### config.mk
export PLATFORM = sky130hd
export DESIGN_NAME = pcle_dec_counter
export DESIGN_NICKNAME = d
export VERILOG_FILES = /design/src/rtl/pcle_dec_counter.sv
export SDC_FILE = /design/constraint.sdc
export NUM_CORES = 1
export LEC_CHECK = 0
export CAP_MARGIN = 15
export CORE_UTILIZATION = 30
export CTS_BUF_LIST = sky130_fd_sc_hd__clkbuf_8
export DETAILED_ROUTE_END_ITERATION = 7
export HOLD_SLACK_MARGIN = 0.06
export RECOVER_POWER = 25
export SLEW_MARGIN = 5
export SYNTH_ARGS = -nofsm -noshare
export SYNTH_HDL_FRONTEND = slang
export SYNTH_SLANG_ARGS = --single-unit
### constraint.sdc
create_clock -name clk -period 2.5 [get_ports clk]
set_input_delay 0.5 -clock clk [delete_from_list [all_inputs] [get_ports clk]]
set_output_delay 0.5 -clock clk [all_outputs]
set_load 0.03 [all_outputs]
### src/rtl/pcle_dec_counter.sv
// Loadable, cascadable down-counter with borrow chain, auto-reload and underflow flags.
// Borrow-out is combinational so a chain of stages ripples within one clock.
module pcle_dec_counter #(
   parameter int WIDTH     = 8,
   parameter bit RELOAD_EN = 1'b1
) (
   input  logic             clk,
   input  logic             rst_n,
   input  logic             ld,
   input  logic [WIDTH-1:0] ld_val,
   input  logic             cen,
   input  logic             inh,
   input  logic             bin,
   input  logic             auto_rl,
   input  logic             uf_clr,
   output logic [WIDTH-1:0] cnt_q,
   output logic             bout,
   output logic             zero,
   output logic             tc_pulse,
   output logic             uf_stk
);

   localparam logic [WIDTH-1:0] ALL_ONES = {WIDTH{1'b1}};
   localparam logic [WIDTH-1:0] ONE      = WIDTH'(1);

   logic [WIDTH-1:0] cnt_reg, cnt_next;
   logic [WIDTH-1:0] rl_reg, rl_next;
   logic             tc_reg, stk_reg;
   logic             dec, uf, cnt_is_zero, reload_sel;

   assign cnt_is_zero = (cnt_reg == '0);
   assign dec         = cen & ~inh & bin & ~ld;
   assign uf          = dec & cnt_is_zero;
   assign reload_sel  = RELOAD_EN & auto_rl;

   always_comb begin
      cnt_next = cnt_reg;
      rl_next  = rl_reg;
      if (ld) begin
         cnt_next = ld_val;
         rl_next  = ld_val;
      end else if (dec) begin
         if (!cnt_is_zero)
            cnt_next = cnt_reg - ONE;
         else if (reload_sel)
            cnt_next = rl_reg;
         else
            cnt_next = ALL_ONES;
      end
   end

   always_ff @(posedge clk or negedge rst_n) begin
      if (!rst_n) begin
         cnt_reg <= '0;
         rl_reg  <= '0;
         tc_reg  <= 1'b0;
         stk_reg <= 1'b0;
      end else begin
         cnt_reg <= cnt_next;
         rl_reg  <= rl_next;
         tc_reg  <= uf;
         // a fresh underflow beats a simultaneous clear
         stk_reg <= uf | (stk_reg & ~uf_clr);
      end
   end

   assign cnt_q    = cnt_reg;
   assign bout     = uf;
   assign zero     = cnt_is_zero;
   assign tc_pulse = tc_reg;
   assign uf_stk   = stk_reg;

endmodule
==> results of run 1 <==
## cell type report
class                           instances  area, um^2  share of cell area
Clock buffer                            3       41.29             0.02941
Tap cell                               44       55.05             0.03922
Inverter                                9       38.79             0.02763
Multi-Input combinational cell         67       496.7              0.3538
Timing Repair Buffer                   35       321.6              0.2291
Sequential cell                        18       450.4              0.3209
## how the worst min path moves through the flow
stage	startpoint	slack, ns	end
2_1_floorplan	rst_n	0.20	cnt_q[0]
3_3_place_gp	rl_reg[4]	0.48	rl_reg[4]
3_5_place_dp	rl_reg[4]	0.50	rl_reg[4]
4_1_cts	rl_reg[4]	0.51	rl_reg[4]
5_1_grt	rl_reg[5]	0.53	rl_reg[5]
6_report	rl_reg[4]	0.51	rl_reg[4]
## power by group
part / internal (mW) / switching (mW) / total, mW
Combinational: 0.104 / 0.102 / 0.206
Sequential: 0.318 / 0.0246 / 0.343
Clock: 0.107 / 0.0899 / 0.197
## metrics by stage
step                      hold WS [ns]    util  instances  power [mW]  worst slack (ns)
after detailed placement        0.4989  0.4344        173      0.5541            0.2448
final                           0.5096  0.4488        176      0.7456            0.1029
after floorplan                 0.2044       -        100      0.4618          0.003285
after global placement          0.4830  0.4344        173      0.5503            0.2695
after CTS                       0.5136  0.4484        176      0.7539           0.02059
after global routing            0.5279  0.4488        176      0.7890         0.0006561
## what timing repair did
item / in CTS / in global routing
gates resized for setup: 1 / 2
setup endpoints to repair: 1 / 1
hold buffers: 0 / 0
## cells in the final DEF (no fill, tap or decap), types with 2 or more instances in the layout
cell,count
ha_1,2
dfrtp_1,18
nor2b_1,4
nor2_1,4
buf_4,9
clkbuf_8,3
nor3_1,8
nand2b_1,3
xor2_1,2
o21ai_0,2
or2_2,2
o21ai_1,2
mux2_2,8
o31ai_1,3
clkdlybuf4s50_1,24
a211oi_1,2
nand2_1,2
a21oi_1,2
inv_1,8
a22oi_1,6
## metal layers
layer,share of wire,wire [um]
met1,0.49,1169
met2,0.45,1073
met3,0.031,74
met4,0.019,46
met5,0,0
## cell families (layout without fill, tap and decap cells)
family,count (synthesis),after routing,share of synthesized area
AND/OR/NAND/NOR,30,30,0.1648
AO/OA/AOI/OAI,23,23,0.1698
flip-flops,18,18,0.4461
buffers and inverters,15,47,0.06939
multiplexers,9,9,0.09914
XOR/XNOR,3,3,0.02603
adder cells (fa/ha/maj),2,2,0.02478
## worst max-delay path: cells and delay by family, from the launching register on
kind	cells	cell delay (ns)
adders and majority gates	1	0.19
buffers and inverters	2	0.26
DFF	1	0.38
and+or+nand+nor	3	0.82
==> reports/metrics.csv, run 1 <==
metric,value,unit
clk_latency,0.25,ns
h-tree-depth,1,
post-route-min-period,2.397,ns
rsz0062_at_grt,no,
synth_seq_cells,18,
gp_congestion,0.8361,
synth_area_leaders,"dfrtp_1 (45%), mux2_2 (8.9%), a22oi_1 (4.5%)",
synth_warnings,0,
synth_most_common_cell,dfrtp_1,
drt-total-wl,2364,um
fin_crit_sh,0.9588,
status,finished clean,
layout-drive-gt1-share,0.2045,
critical_path_class,reg2out,
crit_start,cnt_q[0],
synth_area_leader_cell,dfrtp_1,
synthCells,100,
critPathCaptureType,primary output,
hold_depth,1,
netlist_area,1010,um^2
die_w,60.02,um
reg2reg_to,cnt_q[4],
ios,28,
met2_usage,0.2333,
postPlaceCellArea,1359,um^2
place.port_buffers,27,
yosysSeqAreaShare,0.4461,
drt_pass1_iterations,4,
reg2regPathDepth,7,
antenna_found_initial,0,
cp-endpoint,bout,
cts_setup_buffers,0,
stdcell_area,1404,um^2
synth_cell_types,35,
setup_violations,0,
maxSlewViolCount,0,
synth_top_area_frac,0.4461,
clock_skew,0.001092,ns
worstMarginPinSlew,1.005,ns
peakVddDrop,0.2152,mV
grt_util_met1,0.1978,
antenna_left,0,
clockRootBuffer,clkbuf_8,
die_area,3602,um^2
start_util,0.3228,
relSlewSlack,0.3298,
nNetsFinal,152,
fin_setup_tns,0,ns
clock.fmax,417.2,MHz
busiest_layer,met2,
grt_first_pass_wirelength,3905,um
std_cell_rows,20,
power.density,531.1,nW/um^2
hold_path.class,reg2reg,
area_growth,39.03,%
arrival,1.90,ns
critical-path-max-stage-delay,0.42,ns
reg2reg_from,cnt_q[0],
cts.sinks,18,
synth_commonest_cells,"dfrtp_1 (18), inv_1 (8), mux2_2 (8), nor3_1 (8), a22oi_1 (6)",
globalRouteMet3Util,0.01948,
core,3128,um^2
drt-wirelength-per-cell,13.43,um
hpwl,1770,um
numCtsBuffers,3,
async_reset_ff_frac,1.000,
grt_max_degree,20,
cpMaxStageDelayCell,or3b_4,
cts_tree,yes,
hold_viol_final,0,
syn_area_per_cell,10.10,um^2
clk_path_buf_depth,2,
ys.flop_type,dfrtp_1,
grt_pass1_vias,856,
drc,0,
cp-start-kind,register,
synth_edf_count,0,
num_vias,844,
gr-total-overflow,0,
cp_cell_sequence,inv_1 > ha_1 > or3b_4 > or2_4 > nor2_2 > buf_4,
worstPathMaxFanout,4,
syn_nets,118,
die_h,60.02,um
routed_via_density,4.795,
grt.total_usage,0.1482,
worstPathRequired,2.00,ns
drt_iter0_markers,12,
power_leakage,0.5777,nW
clk_pin_slew,0.06,ns
r2r_slack,0.48,ns
fill_cells,316,
maxCapViolCount,0,
num_antenna_cells,0,
(Power assumes the default switching activity.)
==> run 2, diff against run 1 <==
--- a/config.mk
+++ b/config.mk
@@ -11,6 +11,7 @@
 export DETAILED_ROUTE_END_ITERATION = 7
 export HOLD_SLACK_MARGIN = 0.06
 export RECOVER_POWER = 25
+export REMOVE_ABC_BUFFERS = 1
 export SLEW_MARGIN = 5
 export SYNTH_ARGS = -nofsm -noshare
 export SYNTH_HDL_FRONTEND = slang
==> run 2 against run 1 <==
  * Power grew 0.75%
  * Non-clock buffer count grew 1
  * Final cell count grew 0.57%
  * Design area grew 0.71%
  * Hold slack is essentially flat
  * Worst setup slack lost 0.013 ns
  * Highest routed layer unchanged
  * Clock power is essentially flat
==> reports/metrics.csv, run 2 (synthesis results as in run 1) <==
metric,value,unit,change
final_cells,177,,was 176
worstPathRequired,2.00,ns,about the same
reg2regPathDepth,8,,was 7
power_frac_clock,0.263,,was 0.264
sw_frac_of_total,0.2918,,was 0.2907
reg2reg_from,cnt_q[0],,unchanged
area_growth,40.03,%,was 39.03%
drt_pass1_iterations,4,,unchanged
power.density,531.3,nW/um^2,was 531.1 nW/um^2
num_antenna_cells,0,,unchanged
holdBufCountCts,0,,unchanged
post-route-min-period,2.410,ns,was 2.397 ns
clk_latency,0.25,ns,about the same
clockRootBuffer,clkbuf_8,,unchanged
drt_iter0_markers,31,,was 12
arrival,1.91,ns,was 1.90 ns
grt_first_pass_wirelength,4077,um,was 3905 um
pwr-share-comb,0.282,,was 0.276
drt-total-wl,2363,um,was 2364 um
critPathCaptureType,primary output,,unchanged
total_power,751.2,uW,was 745.6 uW
cp-endpoint,zero,,was bout
hpwl,1800,um,was 1770 um
grt_pass1_vias,905,,was 856
peakVddDrop,0.1958,mV,was 0.2152 mV
hold_path.class,reg2reg,,unchanged
grt.total_usage,0.1576,,was 0.1482
crit_start,cnt_q[0],,unchanged
start_util,0.3228,,unchanged
relSlewSlack,0.3344,,was 0.3298
drt-wirelength-per-cell,13.35,um,was 13.43 um
worstPathMaxFanout,5,,was 4
final_cell_mix,"clkdlybuf4s50_1 (24), dfrtp_1 (18), buf_4 (10), mux2_2 (8), nor3_1 (8)",,"was clkdlybuf4s50_1 (24), dfrtp_1 (18), buf_4 (9)"
gr-total-overflow,0,,unchanged
fin_crit_sh,0.9640,,was 0.9588
clock.fmax,414.9,MHz,was 417.2 MHz
h-tree-depth,1,,unchanged
cp-start-kind,register,,unchanged
std_cell_rows,20,,unchanged
setup_slack,0.08990,ns,was 0.1029 ns
cts_tree,yes,,unchanged
fin_setup_tns,0,ns,unchanged
nNetsFinal,153,,was 152
regArea,450.4,um^2,unchanged
rsz0062_at_grt,no,,unchanged
hold_viol_final,0,,unchanged
multi_input_area,499.2,um^2,was 496.7 um^2
antenna_found_initial,0,,unchanged
reg2reg_to,cnt_q[3],,was cnt_q[4]
die_w,60.02,um,unchanged
numCtsBuffers,3,,unchanged
layout-drive-gt1-share,0.2256,,was 0.2045
cts.sinks,18,,unchanged
internal_power,532.0,uW,was 528.9 uW
cts_setup_buffers,0,,unchanged
grt_max_degree,20,,unchanged
clk_pin_slew,0.06,ns,about the same
dp_slack,0.2594,ns,was 0.2448 ns
clock_skew,0.001412,ns,was 0.001092 ns
maxSlewViolCount,0,,unchanged
critical_path_class,reg2out,,unchanged
maxCapViolCount,0,,unchanged
num_vias,875,,was 844
place.port_buffers,27,,unchanged
fill_cells,308,,was 316
setup_violations,0,,unchanged
placedCellCount,174,,was 173
die_h,60.02,um,unchanged
ios,28,,unchanged
p_switching,219.2,uW,was 216.7 uW
clk_path_buf_depth,2,,unchanged
layout_commonest_cell,clkdlybuf4s50_1,,unchanged
status,finished clean,,unchanged
die_area,3602,um^2,unchanged
drc,0,,unchanged
power_leakage,0.5804,nW,was 0.5777 nW
routed_via_density,4.944,,was 4.795
r2r_slack,0.60,ns,was 0.48 ns
seq_power_share,0.455,,was 0.460
worstMarginPinSlew,0.9983,ns,was 1.005 ns
antenna_left,0,,unchanged
gp_congestion,0.8486,,was 0.8361
core,3128,um^2,unchanged
-- run 2: area by class of cell --
| class | count | share of cell area |
|---|---|---|
| multi-input combinational | 67 | 0.3531 |
| sequential | 18 | 0.3186 |
| timing repair buffer | 36 | 0.2327 |
| tap | 44 | 0.03894 |
| clock buffer | 3 | 0.02920 |
| inverter | 9 | 0.02743 |
-- run 2: power by group through the flow --
stage	registers (mW)	logic (mW)	clock network [mW]
6_report	0.341	0.212	0.198
5_1_grt	0.345	0.233	0.219
4_1_cts	0.340	0.213	0.208
3_5_place_dp	0.346	0.212	0
3_3_place_gp	0.345	0.212	0
2_1_floorplan	0.371	0.0847	0
-- run 2: stage by stage --
step	hold slack (ns)	utilization	cell area, um^2
global placement	0.4866	0.4368	1366
global route	0.5384	0.4520	1414
detailed placement	0.4973	0.4368	1366
finish	0.5099	0.4520	1414
CTS	0.5121	0.4508	1410
floorplan	0.2044	-	978.4
-- run 2: layer usage --
metal  GRT usage  up-vias  wire length, um
met2      0.2476       26             1080
met1      0.2011      419             1112
li1            -      426                -
met3     0.03030        4              122
met5           0        -                0
met4     0.08970        0               47
-- run 2: repair_timing --
item | CTS | global route
gates resized for setup | 1 | 4
endpoints found under the setup margin | 2 | 2
cloned | 0 | 0
-- run 2: critical path, stage by stage (launching register included) --
cell      delay (ns)
dfrtp_1         0.39
inv_2           0.07
ha_2            0.18
or3b_4          0.39
or2_4           0.27
buf_4           0.17
clkinv_4        0.05
buf_4           0.14
-- run 2: how the worst min path moves through the flow --
stage / start / endpoint / slack, ns / depth (start not counted)
after CTS: rl_reg[4] / rl_reg[4] / 0.51 / 1
after global routing: rl_reg[3] / rl_reg[3] / 0.54 / 1
after detailed placement: rl_reg[4] / rl_reg[4] / 0.50 / 1
after floorplan: rst_n / cnt_q[0] / 0.20 / 0
final: rl_reg[4] / rl_reg[4] / 0.51 / 1
after global placement: rl_reg[4] / rl_reg[4] / 0.49 / 1
